$ cat config.mk
export PLATFORM = sky130hd
export DESIGN_NAME = cmd_frame_assembler
export DESIGN_NICKNAME = d
export VERILOG_FILES = /design/src/rtl/cmd_frame_assembler.sv
export SDC_FILE = /design/constraint.sdc
export NUM_CORES = 1
export LEC_CHECK = 0
export ABC_AREA = 1
export CAP_MARGIN = 0
export CORE_UTILIZATION = 39
export CTS_CLUSTER_SIZE = 25
export DETAILED_ROUTE_END_ITERATION = 6
export REMOVE_ABC_BUFFERS = 1
export SETUP_SLACK_MARGIN = 0.05
export SKIP_CTS_REPAIR_TIMING = 1
export SLEW_MARGIN = 20
export SYNTH_ARGS = -nofsm -noshare
export SYNTH_HDL_FRONTEND = slang
export SYNTH_SLANG_ARGS = --single-unit
$ cat constraint.sdc
create_clock -name clk -period 2.8 [get_ports clk]
set_clock_uncertainty 0.1 [all_clocks]
set_input_delay 0.84 -clock clk [delete_from_list [all_inputs] [get_ports clk]]
set_output_delay 0.84 -clock clk [all_outputs]
set_load 0.01 [all_outputs]
$ cat src/rtl/cmd_frame_assembler.sv
// Frames UART RX bytes into 48-bit command packets for cmd_fifo, validating
// checksum and opcode, and abandoning frames that stall longer than TIMEOUT_CYCLES.
module cmd_frame_assembler #(
  parameter int          TIMEOUT_CYCLES = 100000,
  parameter logic [7:0]  SOF_BYTE       = 8'hA5
) (
  input  logic        clk,
  input  logic        rst,
  input  logic        rx_valid,
  input  logic [7:0]  rx_data,
  input  logic        fifo_full,
  output logic        fifo_wr_en,
  output logic [47:0] fifo_wr_data,
  output logic        busy,
  output logic        err_checksum,
  output logic        err_opcode,
  output logic        err_overflow,
  output logic        err_timeout
);

  localparam int CNT_W = (TIMEOUT_CYCLES > 2) ? $clog2(TIMEOUT_CYCLES) : 1;
  localparam logic [CNT_W-1:0] CNT_LAST = CNT_W'(TIMEOUT_CYCLES - 1);

  typedef enum logic [2:0] {
    S_IDLE,
    S_OPC,
    S_ADR,
    S_DAT,
    S_CHK
  } state_t;

  state_t            r_state;
  logic [CNT_W-1:0]  r_cnt;
  logic [1:0]        r_idx;
  logic              r_busy;
  logic              r_wr_en;
  logic [47:0]       r_wr_data;
  logic              r_err_checksum;
  logic              r_err_opcode;
  logic              r_err_overflow;
  logic              r_err_timeout;

  logic [7:0]        r_opcode;
  logic [7:0]        r_addr;
  logic [31:0]       r_data;
  logic [7:0]        r_csum;

  logic              w_opc_ok;
  logic              w_csum_ok;

  assign w_opc_ok  = (r_opcode == 8'h01) || (r_opcode == 8'h02);
  assign w_csum_ok = (rx_data == r_csum);

  // Control FSM: an accepted byte always takes precedence over timeout expiry.
  always_ff @(posedge clk or posedge rst) begin
    if (rst) begin
      r_state        <= S_IDLE;
      r_cnt          <= '0;
      r_idx          <= '0;
      r_busy         <= 1'b0;
      r_wr_en        <= 1'b0;
      r_wr_data      <= '0;
      r_err_checksum <= 1'b0;
      r_err_opcode   <= 1'b0;
      r_err_overflow <= 1'b0;
      r_err_timeout  <= 1'b0;
    end else begin
      r_wr_en        <= 1'b0;
      r_err_checksum <= 1'b0;
      r_err_opcode   <= 1'b0;
      r_err_overflow <= 1'b0;
      r_err_timeout  <= 1'b0;
      if (r_state == S_IDLE) begin
        r_cnt <= '0;
        if (rx_valid && (rx_data == SOF_BYTE)) begin
          r_state <= S_OPC;
          r_busy  <= 1'b1;
        end
      end else if (rx_valid) begin
        r_cnt <= '0;
        case (r_state)
          S_OPC: r_state <= S_ADR;
          S_ADR: begin
            r_state <= S_DAT;
            r_idx   <= 2'd0;
          end
          S_DAT: begin
            r_idx <= r_idx + 2'd1;
            if (r_idx == 2'd3) r_state <= S_CHK;
          end
          S_CHK: begin
            r_state <= S_IDLE;
            r_busy  <= 1'b0;
            if (!w_csum_ok)     r_err_checksum <= 1'b1;
            else if (!w_opc_ok) r_err_opcode   <= 1'b1;
            else if (fifo_full) r_err_overflow <= 1'b1;
            else begin
              r_wr_en   <= 1'b1;
              r_wr_data <= {r_opcode, r_addr, r_data};
            end
          end
          default: begin
            r_state <= S_IDLE;
            r_busy  <= 1'b0;
          end
        endcase
      end else if (r_cnt == CNT_LAST) begin
        r_state       <= S_IDLE;
        r_busy        <= 1'b0;
        r_cnt         <= '0;
        r_err_timeout <= 1'b1;
      end else begin
        r_cnt <= r_cnt + 1'b1;
      end
    end
  end

  // Payload capture and running checksum; only read once a full frame is in.
  always_ff @(posedge clk) begin
    if (rx_valid) begin
      case (r_state)
        S_OPC: begin
          r_opcode <= rx_data;
          r_csum   <= rx_data;
        end
        S_ADR: begin
          r_addr <= rx_data;
          r_csum <= r_csum ^ rx_data;
        end
        S_DAT: begin
          r_data <= {r_data[23:0], rx_data};
          r_csum <= r_csum ^ rx_data;
        end
        default: ;
      endcase
    end
  end

  assign fifo_wr_en   = r_wr_en;
  assign fifo_wr_data = r_wr_data;
  assign busy         = r_busy;
  assign err_checksum = r_err_checksum;
  assign err_opcode   = r_err_opcode;
  assign err_overflow = r_err_overflow;
  assign err_timeout  = r_err_timeout;

endmodule

==> results.cfg, run 1 <==
[outcome]
outcome = finished, final reports clean

[drt]
first_pass_iters = 4
remaining_drc_errors = 0
ant_nets = 0
vias_per_cell = 4.65
wire_per_inst_um = 13.3
finalWirelength_mm = 11.3
drtIter0Drc = 212
dr_total_vias = 3943

[power]
p_clk_share_pct = 41.8
power_density_nw_per_um2 = 700
power_frac_seq_pct = 46.8
leakage_nw = 3.19
irDropWorstVdd_mv = 0.407
combPwrFrac_pct = 11.4
sw_frac_of_total_pct = 26.7
cell_internal_pwr_mw = 3.71
p_switching_mw = 1.35

[setup_path]
criticalPathCategory = reg2out
crit_fanout = 2
worst_path_max_delay_cell = clkdlybuf4s50_1
start_kind = register
crit_start = fifo_wr_data[35]
slowest_delay_ns = 0.54
timing.rr.start = r_state[2]
cp-end-kind = output port
path_buf_inv = 1
path_cells = clkdlybuf4s50_1
worstPathRequired_ns = 1.86
arrival_ns = 1.34
critPathTopFamily = buffers and inverters

[timing]
slew_headroom_pct = 67.9
fin_tns_setup_ns = 0
setup_slack_ns = 0.523
fin_crit_sh_pct = 81.3
drv_slew = 0
min_period_ns = 2.28
holdWs_ns = 0.347
max_freq_mhz = 439
setup_viol = 0
finalHoldViolCount = 0
tightest_slew_ns = 0.481
rsz0062_at_grt = false

[cells_and_area]
area_growth_pct = 27.1
diodes = 0
final_util_pct = 51.5
final_area_um2 = 7230
drive_above_1_share_pct = 11.1
fin_nets = 669

[run]
drv_cap = 0

[global_routing]
antenna_found_initial = 0
met3_usage_pct = 5.25
grt_max_degree = 77
met2_usage_pct = 26.7
grt.busiest_layer = met2
gr-total-overflow = 0
grt_pass1_wl_mm = 18.6
gr-usage-all-layers_pct = 16.6
use_met1_pct = 20.7
grt_pass1_vias = 3744

[placement]
pre_cts_ws_ns = 0.0832
port_buffers = 65
placed_area_um2 = 6660
hpwl_mm = 7.50
place_congestion = 0.764

[synthesis]
synth_cell_types = 33
synth_area_per_cell_um2 = 10.0
synth-seq-cells = 132
netlist_area_um2 = 5690
syn_inst = 567
yosysSeqAreaShare_pct = 63.0
ys.warnings.count = 0

[cts]
tritoncts = yes
ctsRootBufferMaster = clkbuf_16
cts_made_buffers = 17
worst_skew_pair.late_latency_ns = 0.42
cts_htree_levels = 4
clock-sinks = 132
clk_pin_slew_worst_paths_ns = 0.06
clockBufferDepth = 2

[floorplanning]
die_h_um = 123
start_util_pct = 40.5
rows = 43
io_pins = 66
fp.dieArea_um2 = 15100
die_w_um = 123
core_um2 = 14000

[min_path]
worstHoldStart = r_data[15]
hp-class = reg2reg
==> per-layer routing <==
| layer | wire length [um] | up-vias |
|---|---|---|
| met5 | 0 | - |
| met4 | 175 | 0 |
| met3 | 397 | 15 |
| met2 | 5500 | 65 |
| met1 | 5220 | 1871 |
| li1 | - | 1992 |
==> cells by family (layout without fill, tap and decap cells) <==
| kind of cell | after synthesis | count (layout) | synth area share [%] |
|---|---|---|---|
| AND/OR/NAND/NOR | 252 | 252 | 19.8 |
| buffers and inverters | 115 | 216 | 8.71 |
| adder cells (fa/ha/maj) | 2 | 2 | 0.440 |
| XOR/XNOR | 3 | 3 | 0.462 |
| AO/OA/AOI/OAI | 63 | 63 | 7.59 |
| flip-flops | 132 | 132 | 63.0 |
==> power groups by stage <==
stage               sequential [mW]  clock (mW)  combinational [mW]
finish                         2.37        2.11               0.579
global route                   2.39        2.25               0.672
CTS                            2.37        2.16               0.591
detailed placement             2.40           0               0.587
global placement               2.39           0               0.576
floorplan                      2.38           0               0.374
==> sequential cells by signal, indices dropped and copies added, names as in the netlist, 2 cells and up <==
name,flops
fifo_wr_data,48
r_data,32
r_state,3
r_csum,8
r_idx,2
r_opcode,8
r_cnt,17
r_addr,8
==> path summary, 6_finish.rpt <==
kind / end / slack [ns] / cells after the start
worst max-delay path: fifo_wr_data[35] / 0.52 / 1
worst min-delay path: r_data[23] / 0.35 / 0
worst max register to register: r_data[16] / 0.83 / 6
worst min register to register: r_data[23] / 0.35 / 0
max in group asynchronous: r_cnt[4] / 1.53 / 3
min in group asynchronous: fifo_wr_data[3] / 0.69 / 3
==> layout make-up <==
| class | instances | area (um2) |
|---|---|---|
| tap | 180 | 225 |
| clock inverter | 12 | 88.8 |
| sequential | 132 | 3580 |
| timing repair buffer | 87 | 878 |
| clock buffer | 20 | 479 |
| inverter | 97 | 365 |
| fill | 1253 | 6810 |
| multi-input combinational | 320 | 1610 |
==> synthesized netlist by cell type <==
master	number	share of area, %
or2_1	1	0.11
inv_1	94	6.2
nor4_1	2	0.22
clkbuf_1	3	0.20
inv_2	3	0.20
edfxtp_1	56	30
xnor2_1	1	0.15
a22o_1	1	0.15
a21oi_1	4	0.35
buf_6	6	1.2
buf_4	4	0.53
buf_2	3	0.26
nand3_2	5	0.88
o21ai_0	13	1.1
nand2_2	3	0.33
nand3b_1	1	0.13
nor3_1	6	0.53
nand3b_4	1	0.35
a211oi_1	1	0.13
xor2_1	2	0.31
nand4_1	5	0.55
nor3b_1	1	0.13
ha_1	2	0.44
dfrtp_1	76	33
a31oi_1	1	0.11
o21ai_2	1	0.15
nor2_2	5	0.55
o21bai_1	42	5.5
nor2_1	47	3.1
nor2_4	2	0.40
buf_1	2	0.13
nand3_1	52	4.6
nand2_1	121	8.0
==> cells in the final DEF, fill, tap and decap left out, drive strengths merged, types with 2 or more instances in the layout <==
cell	Yosys	final
inv	97	102
a21oi	4	4
nand2	124	124
nand3b	2	2
nor3	6	6
nand4	5	5
nand3	57	57
nor4	2	2
buf	15	22
o21bai	42	42
clkdlybuf4s50	0	65
ha	2	2
dfrtp	76	76
clkinv	0	7
edfxtp	56	56
nor2	54	54
xor2	2	2
o21ai	14	14
clkbuf	3	20
==> stage by stage <==
step / std cells / power [mW]
6_report: 848 / 5.06
5_1_grt: 848 / 5.31
4_1_cts: 848 / 5.12
3_5_place_dp: 816 / 2.99
3_3_place_gp: 816 / 2.97
2_1_floorplan: 549 / 2.76
Power figures use the tool's default switching activity.
==> inputs of run 2 (changes only) <==
==> constraint.sdc (replaced) <==
create_clock -name clk -period 2.3 [get_ports clk]
set_clock_uncertainty 0.1 [all_clocks]
set_input_delay 0.69 -clock clk [delete_from_list [all_inputs] [get_ports clk]]
set_output_delay 0.69 -clock clk [all_outputs]
set_load 0.01 [all_outputs]
==> run 2 against run 1 <==
  * Routed wire length up 5.7%
  * Largest cell class unchanged
  * Highest routed layer unchanged
  * Critical path depth up 10
  * Sequential share of layout area down 1.5 points
  * Final cell count up 2.2%
  * Non-clock buffer count up 19
  * Count of clock-buffer cells in the layout up 1
  * Die area unchanged
==> results.cfg, run 2 (synthesis gave the netlist of run 1 again) <==
[outcome]
outcome = finished, final reports clean

[timing]
max_freq_mhz = 466
holdWs_ns = 0.343
min_period_ns = 2.14
finalHoldViolCount = 0
rsz0062_at_grt = false
fin_tns_setup_ns = 0
tightest_slew_ns = 0.415
drv_slew = 0
fin_crit_sh_pct = 93.2
slew_headroom_pct = 72.3
setup_viol = 0

[floorplanning]
die_w_um = 123
io_pins = 66
core_um2 = 14000
start_util_pct = 40.5
rows = 43
die_h_um = 123
fp.dieArea_um2 = 15100

[cts]
clock-sinks = 132
cts_made_buffers = 17
clockBufferDepth = 2
cts_htree_levels = 4
worst_skew_pair.late_latency_ns = 0.41
tritoncts = yes
clk_pin_slew_worst_paths_ns = 0.06
ctsRootBufferMaster = clkbuf_16

[placement]
place_congestion = 0.793
hpwl_mm = 7.74
port_buffers = 65
dp_cells = 833
placed_area_um2 = 6840

[global_routing]
gr-usage-all-layers_pct = 17.2
antenna_found_initial = 0
grt_max_degree = 77
gr-total-overflow = 0
grt_pass1_wl_mm = 19.7
grt_pass1_vias = 4086

[drt]
dr_total_vias = 4071
wire_per_inst_um = 13.8
remaining_drc_errors = 0
first_pass_iters = 5
drtIter0Drc = 258
vias_per_cell = 4.70
ant_nets = 0
finalWirelength_mm = 11.9

[setup_path]
cp-end-kind = register
worstPathRequired_ns = 2.55
arrival_ns = 2.39
crit_start = rx_data[5]
slowest_delay_ns = 0.50
worst_path_max_delay_cell = clkdlybuf4s50_1
cp_common_cell = nand2_1
start_kind = input pin
timing.rr.start = r_opcode[1]
crit_fanout = 8
criticalPathCategory = in2reg
critPathTopFamily = simple AND/OR/NAND/NOR gates
path_buf_inv = 3
path_cells = clkdlybuf4s50_1, inv_1, nand2_1, nand2_1, nand2_1, nor2_2, nand2_2, nor2_4, buf_6, nand3_1, nand2_1

[cells_and_area]
final_area_um2 = 7460
fin_nets = 688
area_growth_pct = 31.2
seq_area_um2 = 3580
final_util_pct = 53.2
fin_cells = 867
largest_reg_flops = 48
nFillCells = 1234
layout_commonest_cell = nand2_1
diodes = 0
multiInputGateArea_um2 = 1610
drive_above_1_share_pct = 13.5
layout_common_cells = nand2_1 (121), inv_1 (93), dfrtp_1 (76), clkdlybuf4s50_1 (64), edfxtp_1 (56)

[power]
irDropWorstVdd_mv = 0.495
power_density_nw_per_um2 = 844
leakage_nw = 3.32

[min_path]
hp-class = reg2reg
worstHoldStart = r_data[2]

[run]
drv_cap = 0
## run 2: cell type report
class | instances | share of cell area, %
Tap cell | 180 | 3.02
Inverter | 97 | 4.89
Sequential cell | 132 | 48.0
Timing Repair Buffer | 106 | 14.7
Clock inverter | 11 | 1.32
Clock buffer | 21 | 6.45
Multi-Input combinational cell | 320 | 21.6
## run 2: where the power goes
part / internal (mW) / switching, mW
clock: 1.61 / 1.00
combinational: 0.309 / 0.499
sequential: 2.76 / 0.122
## run 2: final timing paths
kind	endpoint	slack [ns]	depth (start not counted)
setup / recovery	fifo_wr_data[35]	0.16	11
hold / removal	r_data[10]	0.34	0
setup reg to reg	fifo_wr_data[43]	0.48	8
hold reg to reg	r_data[10]	0.34	0
max in group asynchronous	fifo_wr_data[1]	1.19	3
min in group asynchronous	r_cnt[15]	0.59	3
## run 2: layer usage
metal,vias up,share of wire [%],track usage (%)
met5,-,0,0
met4,0,1.1,5.64
met3,12,4.6,4.97
met2,96,50,29.5
met1,1927,44,20.8
li1,2036,-,-
## run 2: stage by stage
stage               total power [mW]  setup WS, ns
floorplan                       3.36        -0.428
global placement                3.71        -0.204
detailed placement              3.74        -0.257
CTS                             6.37         0.131
global route                    6.61        0.0522
finish                          6.30         0.156
## run 2: worst reg2reg max path, stage by stage, from the launching register on
cell and delay [ns]:
edfxtp_1 0.41, nand2_1 0.09, nand3_1 0.09, nor2_2 0.26, nand3b_4 0.17, buf_12 0.21
nor2_1 0.18, buf_4 0.17, nor2_1 0.05
